==> config.mk <==
export PLATFORM = sky130hd
export DESIGN_NAME = wb_stage
export DESIGN_NICKNAME = d
export VERILOG_FILES = /design/src/rtl/wb_stage.sv
export SDC_FILE = /design/constraint.sdc
export NUM_CORES = 1
export LEC_CHECK = 0
export BUFFER_PORTS_ARGS = -buffer_cell sky130_fd_sc_hd__buf_2
export CAP_MARGIN = 20
export CELL_PAD_IN_SITES_DETAIL_PLACEMENT = 0
export CELL_PAD_IN_SITES_GLOBAL_PLACEMENT = 2
export CORE_MARGIN = 4
export CORE_UTILIZATION = 26
export DETAILED_ROUTE_END_ITERATION = 6
export GPL_TIMING_DRIVEN = 0
export PLACE_DENSITY_LB_ADDON = 0.12
export SYNTH_ARGS = -nofsm -noshare
export SYNTH_HDL_FRONTEND = slang
export SYNTH_SLANG_ARGS = --single-unit
==> constraint.sdc <==
create_clock -name clk -period 2.6 [get_ports clk]
set_input_delay 0.13 -clock clk [delete_from_list [all_inputs] [get_ports clk]]
set_output_delay 0.13 -clock clk [all_outputs]
set_load 0.01 [all_outputs]
==> src/rtl/wb_stage.sv <==
// wb_stage: writeback stage. Retires ALU results, waits for load data, and formats it.
// Ports: in_* from EX/MEM, mem_r* load data, rf_* RF write, pend_* interlock, retire_cnt (WB_RETIRE_CNT_EN).
module wb_stage #(
  parameter int ADDR_WIDTH = 5,
  parameter int DATA_WIDTH = 64
) (
  input  logic                  clk,
  input  logic                  rst,
  input  logic                  in_valid,
  output logic                  in_ready,
  input  logic [ADDR_WIDTH-1:0] in_rd,
  input  logic                  in_wen,
  input  logic [DATA_WIDTH-1:0] in_result,
  input  logic                  in_is_load,
  input  logic [2:0]            in_funct3,
  input  logic                  mem_rvalid,
  input  logic [DATA_WIDTH-1:0] mem_rdata,
  output logic                  rf_wen,
  output logic [ADDR_WIDTH-1:0] rf_waddr,
  output logic [DATA_WIDTH-1:0] rf_wdata,
  output logic                  commit_valid,
  output logic                  pend_valid,
  output logic [ADDR_WIDTH-1:0] pend_rd,
  output logic [63:0]           retire_cnt
);

  typedef enum logic {IDLE, WAIT_MEM} state_t;

  state_t                st, st_n;
  logic [ADDR_WIDTH-1:0] ld_rd;
  logic                  ld_wen;
  logic [2:0]            ld_f3;
  logic [2:0]            ld_off;
  logic                  cap;
  logic                  cm_n;
  logic                  wen_n;
  logic [ADDR_WIDTH-1:0] waddr_n;
  logic [DATA_WIDTH-1:0] wdata_n;
  logic [DATA_WIDTH-1:0] ld_data;
  logic [7:0]            b;
  logic [15:0]           h;
  logic [31:0]           w;

  // Lane select drops misaligned low offset bits.
  always_comb begin
    b = mem_rdata[{ld_off, 3'b000} +: 8];
    h = mem_rdata[{ld_off[2:1], 4'b0000} +: 16];
    w = mem_rdata[{ld_off[2], 5'b00000} +: 32];
    ld_data = '0;
    case (ld_f3)
      3'b000:  ld_data = {{56{b[7]}}, b};
      3'b001:  ld_data = {{48{h[15]}}, h};
      3'b010:  ld_data = {{32{w[31]}}, w};
      3'b011:  ld_data = mem_rdata;
      3'b100:  ld_data = {56'd0, b};
      3'b101:  ld_data = {48'd0, h};
      3'b110:  ld_data = {32'd0, w};
      default: ld_data = '0;
    endcase
  end

  always_comb begin
    st_n    = st;
    cap     = 1'b0;
    cm_n    = 1'b0;
    wen_n   = 1'b0;
    waddr_n = '0;
    wdata_n = '0;
    unique case (st)
      IDLE: begin
        if (in_valid) begin
          if (in_is_load) begin
            cap  = 1'b1;
            st_n = WAIT_MEM;
          end else begin
            cm_n    = 1'b1;
            wen_n   = in_wen && (in_rd != '0);
            waddr_n = in_rd;
            wdata_n = in_result;
          end
        end
      end
      WAIT_MEM: begin
        if (mem_rvalid) begin
          cm_n    = 1'b1;
          wen_n   = ld_wen && (ld_rd != '0);
          waddr_n = ld_rd;
          wdata_n = ld_data;
          st_n    = IDLE;
        end
      end
      default: st_n = IDLE;
    endcase
  end

  always_ff @(posedge clk or posedge rst) begin
    if (rst) begin
      st           <= IDLE;
      ld_rd        <= '0;
      ld_wen       <= 1'b0;
      ld_f3        <= '0;
      ld_off       <= '0;
      commit_valid <= 1'b0;
      rf_wen       <= 1'b0;
      rf_waddr     <= '0;
      rf_wdata     <= '0;
    end else begin
      st           <= st_n;
      commit_valid <= cm_n;
      rf_wen       <= wen_n;
      rf_waddr     <= waddr_n;
      rf_wdata     <= wdata_n;
      if (cap) begin
        ld_rd  <= in_rd;
        ld_wen <= in_wen;
        ld_f3  <= in_funct3;
        ld_off <= in_result[2:0];
      end
    end
  end

  assign in_ready   = (st == IDLE);
  assign pend_valid = (st == WAIT_MEM) && ld_wen && (ld_rd != '0);
  assign pend_rd    = pend_valid ? ld_rd : '0;

`ifdef WB_RETIRE_CNT_EN
  always_ff @(posedge clk or posedge rst) begin
    if (rst)
      retire_cnt <= '0;
    else if (commit_valid)
      retire_cnt <= retire_cnt + 64'd1;
  end
`else
  assign retire_cnt = '0;
`endif

endmodule

### After elaboration in Yosys (flattened, before gate mapping)

Cells that the tools add are included.

| operators by class | value |
|---|---|
| equality and inequality tests | 6 |
| shift operators | 3 |
| muxes and demuxes | 23 |
| bitwise operators | 1 |
| reduce and logical (&&, ||, !) cells | 7 |

Operators with widths:

| kind | count |
|---|---|
| $pmux W64 S7 | 1 |
| $mux W64 | 3 |
| $pmux W64 S2 | 1 |
| $shiftx A64 B7 Y16 | 1 |
| $shiftx A64 B7 Y32 | 1 |
| $shiftx A64 B7 Y8 | 1 |
| $mux W5 | 4 |
| $mux W1 | 10 |
| $pmux W5 S2 | 1 |
| $reduce_bool A5 Y1 | 2 |
| $eq A3 B3 Y1 const B | 3 |
| $eq A3 B2 Y1 const B | 2 |
| $pmux W1 S2 | 3 |
| $logic_and A1 B1 Y1 | 4 |
| $eq A3 B1 Y1 const B | 1 |
| $logic_not A3 Y1 | 1 |
| $not A1 Y1 | 1 |

| storage, ports and cells | value |
|---|---|
| register bits | 84 |
| input port bits | 142 |
| output and inout port bits | 142 |
| logic and storage cells | 49 |

### Depth between registers and ports, before layout

Gate-level depths: netlist (run 1).

| depth | value |
|---|---|
| depth after elaboration | 5 |
| depth in mapped cells | 8 |
| mapped depth without buffers | 5 |

### Worst setup path after synthesis (run 1)

OpenSTA, ideal clock, no wires.

| timing path | value |
|---|---|
| path type | flip-flop to flip-flop |
| from | register ld_off[1] |
| to | register rf_wdata[0] |
| library setup time | 0.119 ns |
| data arrival time | 1.725 ns |
| required time | 2.481 ns |
| path slack | 0.757 ns |
| stages on the path, launching flop included | 7 |
| buffers on the path | 2 |
| clock period less this slack | 1.843 ns |
| cells stage by stage | dfrtp_1 clkbuf_2 buf_2 mux4_2 mux2_2 o21ai_1 nand2_1 |

| between the ends | value |
|---|---|
| longest elaborated chain between the ends | 4 |
| elaborated cells between the ends (all ways) | 5 |
| those cells by class | 2 x shift; 3 x mux |

RTL lines:

| what | RTL line | RTL |
|---|---|---|
| start, declared | 33 | `logic [2:0] ld_off;` |
| start signal, assigned | 117 | `ld_off <= in_result[2:0];` |
| $shiftx A64 B7 Y16 or $shiftx A64 B7 Y8 (tied branches) | 47, 46 |  |
| $pmux W64 S7 * | 50 | `case (ld_f3)` |
| $mux W64 * | 84 | `if (mem_rvalid) begin` |
| $pmux W64 S2 * | 69 | `unique case (st)` |
| named net wdata_n[0] | 38 | `logic [DATA_WIDTH-1:0] wdata_n;` |
| end signal, assigned | 112 | `rf_wdata <= wdata_n;` |
| end, declared | 20 | `output logic [DATA_WIDTH-1:0] rf_wdata,` |

Mark *: on every way through the listed nets, which the timed path passes. The rest lies on a longest branch.
A chain may end at the register's enable or synchronous reset.

### Worst setup path in the final report (run 1)

| timing path | value |
|---|---|
| from | register st |
| to | register rf_wdata[28] |

| between the ends | value |
|---|---|
| longest elaborated chain between the ends | 2 |

RTL lines:

| what | RTL line | RTL |
|---|---|---|
| start, declared | 29 | `state_t st, st_n;` |
| start signal, assigned | 108 | `st <= st_n;` |
| $not A1 Y1 | -- |  |
| $pmux W64 S2 * | 69 |  |
| named net wdata_n[28] | 38 |  |

Marks and branches as above.

==> metrics.md, run 1 <==
| Metric | Value |
|---|---|
| Io pins | `284` |
| Worst setup endpoint | `rf_wdata[28]` |
| Async set or reset register ratio after synthesis | `100%` |
| Placed cell areas | `a little under 7000 um2` |
| Vias in the first global route | `5337` |
| Full die area | `22500 um2` |
| Layout cells sized above 1 | `roughly 44%` |
| Synth warn | `0` |
| CP peak stage delay | `570 ps` |
| Clock Latency Late Sink | `approximately 350 ps` |
| Period utilization | `94.1%` |
| Critical Path Fanout Max | `10` |
| Worst setup path startpoint | `st` |
| Antenna Violating Nets Remaining | `0` |
| Path depth of the worst reg2reg path | `8` |
| Least-Margin Pin Slew | `1080 ps` |
| Setup crit end kind | `flip-flop` |
| DRC Markers | `0` |
| Fin. Hold Viols | `0` |
| Cts bufs inserted | `9` |
| First-pass GRT wire length | `32400 um` |
| Fillers | `2070` |
| Die height | `between 150 and 200 um` |
| Total negative slack | `0 ps` |
| Synthesized flop and latch total | `84` |
| Max Clock Freq | `about 410 MHz` |
| Post-CTS setup buffers | `0` |
| WP depth | `8` |
| CP Buf/Inv Count | `3` |
| Finished Cell Area | `7650 um2` |
| Critical R2R Launch | `st` |
| Register area share after synthesis | `40.1%` |
| Vias | `5173` |
| IO Port Bufs | `between 200 and 250` |
| Largest area contributor in the netlist | `dfrtp_1` |
| Core ar. | `19700 um2` |
| Peak supply drop | `305 uV` |
| Max Transition Viols Final | `0` |
| CP arrival | `2730 ps` |
| Pwr Density | `595 nW/um2` |
| Root buf cell | `clkbuf_16` |
| Final setup violating endpoints | `0` |
| CTS tree | `done` |
| Antenna violations before repair | `8` |
| Max-cap viol count | `0` |
| Clock skew | `8.82 ps` |
| CTS Buffer Depth | `2` |
| Hold Crit Class | `input pin to flip-flop` |
| Largest cells by area after synthesis | `dfrtp_1 40%, buf_4 9.4%, mux4_2 6.4%, nand2_1 5.6%, a41oi_1 5.3%` |
| Avg WL per Cell | `~20 um` |
| Vias per cell | `4.64` |
| Mapped Cells | `between 500 and 600` |
| P&R area growth vs syn | `45.8%` |
| RSZ-0062 raised after global routing | `no` |
| Drt first-iter violations | `383` |
| Reg2reg setup slack | `150 ps` |
| Top-area cell type share of the netlist area | `roughly two fifths` |
| Reg-to-reg critical path endpoint | `rf_wdata[28]` |
| Crit path max-delay family | `simple AND/OR/NAND/NOR gates` |
| Most common cell type on the critical path | `buf_2` |
| Relative slew margins | `27.1%` |
| Critical Path RT | `2880 ps` |
| Initial Utilization | `26.7%` |
| Final #Nets | `~1000` |
| WS Path Type | `flip-flop to flip-flop` |
| Critical Path, Cell by Cell | `buf_2, and2_1, buf_2, nand2_1, nor2_1, buf_2, a222oi_1, nand2b_1` |
| Netlist cell types | `47` |
| Startpoint Class | `flip-flop` |
| Worst-path clk slew | `~60 ps` |
| # rows | `51` |
| Pre-antenna DRT Iters | `5` |
| Largest net degree at the start of global routing | `68` |
| Dpl hpwl | `about 17000 um` |
| CTS H-tree lvls | `3` |
| Tmin final | `2450 ps` |
| GRT Overall Usage | `19.4%` |
| Die width | `~150 um` |
| Synth Flop Type | `dfrtp_1` |
| P_leak | `0.00413 uW` |
| Status | `complete, no violations` |
| Grt total ovfl | `0` |
| Syn Std Cell Area | `5250 um2` |
| GPL Wtd Cong | `0.811` |
| Syn Area/Cell | `10.3 um2` |
| CP max stage cell | `nor2_1` |
| WL final | `22200 um` |
| Sink Count | `84` |
| Number of synthesized flops with an enable pin | `0` |
[flip-flops by register name (all words and copies together), names as in the netlist]
signal	count
commit_valid	1
ld_f3	3
ld_off	3
ld_rd	5
ld_wen	1
rf_waddr	5
rf_wdata	64
rf_wen	1
st	1
[through the flow]
stage	hold slack, ps	cells	utilization (%)	setup WS (ps)	total power, uW
3_5_place_dp	101	1056	35.3	131	3240
4_1_cts	0.361	1111	38.8	104	4590
3_3_place_gp	327	1055	35.2	-998	3210
2_1_floorplan	226	571	-	305	2640
6_report	9.43	1115	38.9	154	4550
5_1_grt	13.5	1115	38.9	39.2	4830
[cells in the final DEF (no fill, tap or decap), types with 12 or more instances in the layout]
master and count:
dfrtp_1 84, a41oi_1 32, nand2b_1 18, buf_2 237
dlygate4sd3_1 40, a222oi_1 15, buf_4 66, conb_1 64
mux2i_1 12, mux2_2 21, mux4_2 15, clkbuf_1 17
nand2_1 78, a21o_1 32
[cell type report]
type,count,area (um2),share of cell area (%)
timing repair buffer,260,1520,19.9
buffer,109,711,9.29
tap,265,332,4.34
sequential,84,2100,27.5
inverter,2,10.0,0.131
clock buffer,10,229,2.99
multi-input combinational,376,2680,35.0
antenna,4,10.0,0.131
clock inverter,5,53.8,0.704
[where the power goes]
part	internal (uW)	total [uW]	leakage [uW]	switching, uW
clock network	736	1280	0.000142	539
logic	767	1740	0.00288	968
registers	1470	1540	0.00111	67.2
[cell families after synthesis]
| logic type | after synthesis | share of synthesized area [%] |
|---|---|---|
| AO/OA/AOI/OAI | 139 | 21.8 |
| buffers and inverters | 111 | 13.7 |
| flip-flops | 84 | 40.1 |
| multiplexers | 49 | 13.5 |
| other | 1 | 0.0715 |
| AND/OR/NAND/NOR | 124 | 10.9 |
[routing by layer]
metal	up-vias	wire length [um]	GRT usage (%)
met5	-	48	0
met4	8	529	6.77
met1	2454	8960	24.7
li1	2427	-	-
met2	245	10900	32.1
met3	39	1820	4.78
[cell usage after synthesis, drive strengths merged (2+ instances only)]
master	count
or2	2
nand2	78
a21oi	5
a22oi	8
nor2b	4
nand2b	18
buf	92
a22o	7
a21o	32
a31oi	8
nand3	2
a221oi	7
mux4	15
and2	2
inv	2
o21ai	16
a222oi	15
clkbuf	17
o21a	2
mux2	21
a41oi	32
nor3	2
mux2i	13
nor2	6
dfrtp	84
and3	6
[timing repair]
item,4_1_cts,5_1_grt
hold endpoints to repair,56,0
gates resized for setup,0,2
setup endpoints to repair,0,20
hold buffers,40,0
[worst min path at each step]
stage	to	from	cells past startpoint	slack (ps)
final	ld_f3[2]	in_funct3[2]	2	9
after global routing	ld_f3[0]	in_funct3[0]	2	10
after CTS	ld_f3[2]	in_funct3[2]	2	0.4
after detailed placement	rf_wdata[32]	rst	2	100
after global placement	rf_wdata[3]	in_result[3]	3	330
after floorplan	st	mem_rvalid	1	230
Note: power is estimated with default switching activity, not from simulation.
==> run 2, diff against run 1 <==
--- a/config.mk
+++ b/config.mk
@@ -7,10 +7,8 @@
 export LEC_CHECK = 0
 export BUFFER_PORTS_ARGS = -buffer_cell sky130_fd_sc_hd__buf_2
 export CAP_MARGIN = 20
-export CELL_PAD_IN_SITES_DETAIL_PLACEMENT = 0
-export CELL_PAD_IN_SITES_GLOBAL_PLACEMENT = 2
 export CORE_MARGIN = 4
-export CORE_UTILIZATION = 26
+export CORE_UTILIZATION = 40
 export DETAILED_ROUTE_END_ITERATION = 6
 export GPL_TIMING_DRIVEN = 0
 export PLACE_DENSITY_LB_ADDON = 0.12
==> metrics.md, run 2 (synthesis results as in run 1) <==
| Metric | Value |
|---|---|
| Status | `finished with violations` |
| Failing checks | `DRC` |
| Avg WL per Cell | `between 15 and 20 um` |
| Max Transition Viols Final | `0` |
| Die width | `between 100 and 150 um` |
| GPL Wtd Cong | `0.919` |
| Top flop regs | `rf_wdata x64, ld_rd x5, rf_waddr x5` |
| WL final | `20000 um` |
| IO Port Bufs | `roughly 220` |
| RSZ-0062 raised after global routing | `no` |
| Die height | `123 um` |
| Largest Register | `rf_wdata` |
| Grt total ovfl | `0` |
| Tmin final | `2420 ps` |
| # rows | `41` |
| Critical Path Fanout Max | `10` |
| Cts hold-fix bufs | `41` |
| Full die area | `~15000 um2` |
| Antenna violations before repair | `4` |
| Setup crit end kind | `flip-flop` |
| Path depth of the worst reg2reg path | `5` |
| Post-CTS setup buffers | `0` |
| Sink Count | `84` |
| Worst-path clk slew | `about 60 ps` |
| Io pins | `284` |
| P&R area growth vs syn | `43.5%` |
| Max-cap viol count | `0` |
| CTS H-tree lvls | `3` |
| Vias per cell | `5.17` |
| Final #Nets | `985` |
| Seq. cell area | `2100 um2` |
| Core ar. | `~13000 um2` |
| Finished Cell Area | `around 7500 um2` |
| Met1 WL | `7340 um` |
| Critical Path RT | `2880 ps` |
| Least-Margin Pin Slew | `just over 1000 ps` |
| First-pass GRT wire length | `29900 um` |
| Reg-to-reg critical path endpoint | `rf_wdata[57]` |
| Pre-antenna DRT Iters | `7` |
| Placed cell areas | `approximately 6800 um2` |
| Period utilization | `about 93%` |
| Fin. Hold Viols | `0` |
| Hold path depth | `2` |
| Antenna Violating Nets Remaining | `0` |
| Final setup violating endpoints | `0` |
| Routed length on met2 | `10100 um` |
| Dpl hpwl | `15700 um` |
| Clock skew | `5.13 ps` |
| Clock Latency Late Sink | `350 ps` |
| Hold Slack | `approximately 11 ps` |
| Vias | `5298` |
| Most common cell after layout, fill and taps aside | `buf_2` |
| Relative slew margins | `between 30% and 40%` |
| Fillers | `1174` |
| Layout cells sized above 1 | `between 40 and 50%` |
| CP arrival | `2700 ps` |
| Drt first-iter violations | `467` |
| Critical R2R Launch | `st` |
| CTS tree | `done` |
| Max reg flops | `between 60 and 70` |
| P_leak | `0.00413 uW` |
| Startpoint Class | `flip-flop` |
| CTS Buffer Depth | `2` |
| Peak supply drop | `roughly 300 uV` |
| Max Clock Freq | `413 MHz` |
| Hold Crit Class | `input pin to flip-flop` |
| Pwr Density | `595 nW/um2` |
| Reg2reg setup slack | `180 ps` |
| GRT Overall Usage | `26.5%` |
| Initial Utilization | `41.2%` |
| # resized after CTS | `0` |
| Root buf cell | `clkbuf_16` |
| Met3 Routed Length | `2190 um` |
| Cts bufs inserted | `9` |
| Worst hold endpoint | `rf_wdata[15]` |
| Top sig layer | `met5` |
| Area of the multi-input gates | `around 2700 um2` |
| DRC Markers | `1` |
| Vias in the first global route | `5400` |
| Most frequent cells in the layout | `237 x buf_2, 84 x dfrtp_1, 78 x nand2_1` |
| Hold path start | `in_result[15]` |
| Largest net degree at the start of global routing | `between 40 and 50` |
| WS Path Type | `flip-flop to flip-flop` |
| Total Power | `4480 uW` |
## run 2: changes by cell type in the layout (fill, tap and decap cells not counted)
cell | previous run | this run
clkbuf_1 | 17 | 19
mux2i_2 | 0 | 1
dlygate4sd3_1 | 40 | 41
bufinv_16 | 1 | 0
clkinv_4 | 1 | 0
mux2i_4 | 1 | 0
clkbuf_8 | 0 | 3
clkinv_2 | 3 | 1
nor3b_2 | 0 | 1
nor3b_4 | 1 | 0
## run 2: layer usage
metal  GRT usage, %  vias up
li1               -     2431
met4           9.80        2
met3           6.68       33
met5              0        -
met2           45.3      287
met1           32.4     2545
## run 2: how the worst max path moves through the flow
stage	slack, ps	to	start	cells past startpoint
6_report	180	rf_wdata[57]	st	5
5_1_grt	40	rf_wdata[52]	st	5
4_1_cts	180	rf_wdata[57]	st	5
3_5_place_dp	190	rf_wdata[57]	st	5
3_3_place_gp	-740	rf_wdata[61]	rst	2
2_1_floorplan	300	commit_valid	rst	1
## run 2: worst max-delay path: stages, from the launching register on
cell,delay [ps]
dfrtp_1,360
buf_2,160
nor3b_2,600
clkbuf_1,550
clkbuf_1,490
a21o_1,200
## run 2: power breakdown
part / switching (uW) / total (uW) / internal (uW)
Sequential: 69.0 / 1540 / 1470
Clock: 517 / 1240 / 726
Combinational: 934 / 1700 / 763
Total: 1520 / 4480 / 2960
## run 2: cell type report
class,instances,area share (%)
inverters,2,0.133
repair buffers,261,20.4
well taps,172,2.86
clock inverters,1,0.0665
diodes,4,0.133
clock buffers,15,3.69
plain buffers,109,9.44
flip-flops and latches,84,27.9
multi-input cells,376,35.4
## run 2: through the flow
stage / util, % / instances / TNS (ps) / setup WS, ps
after floorplan: - / 571 / 0 / 305
after global placement: 53.4 / 962 / -62090 / -744
after detailed placement: 53.6 / 963 / 0 / 192
after CTS: 59.1 / 1020 / 0 / 182
after global routing: 59.1 / 1023 / 0 / 37.0
final: 59.2 / 1024 / 0 / 181
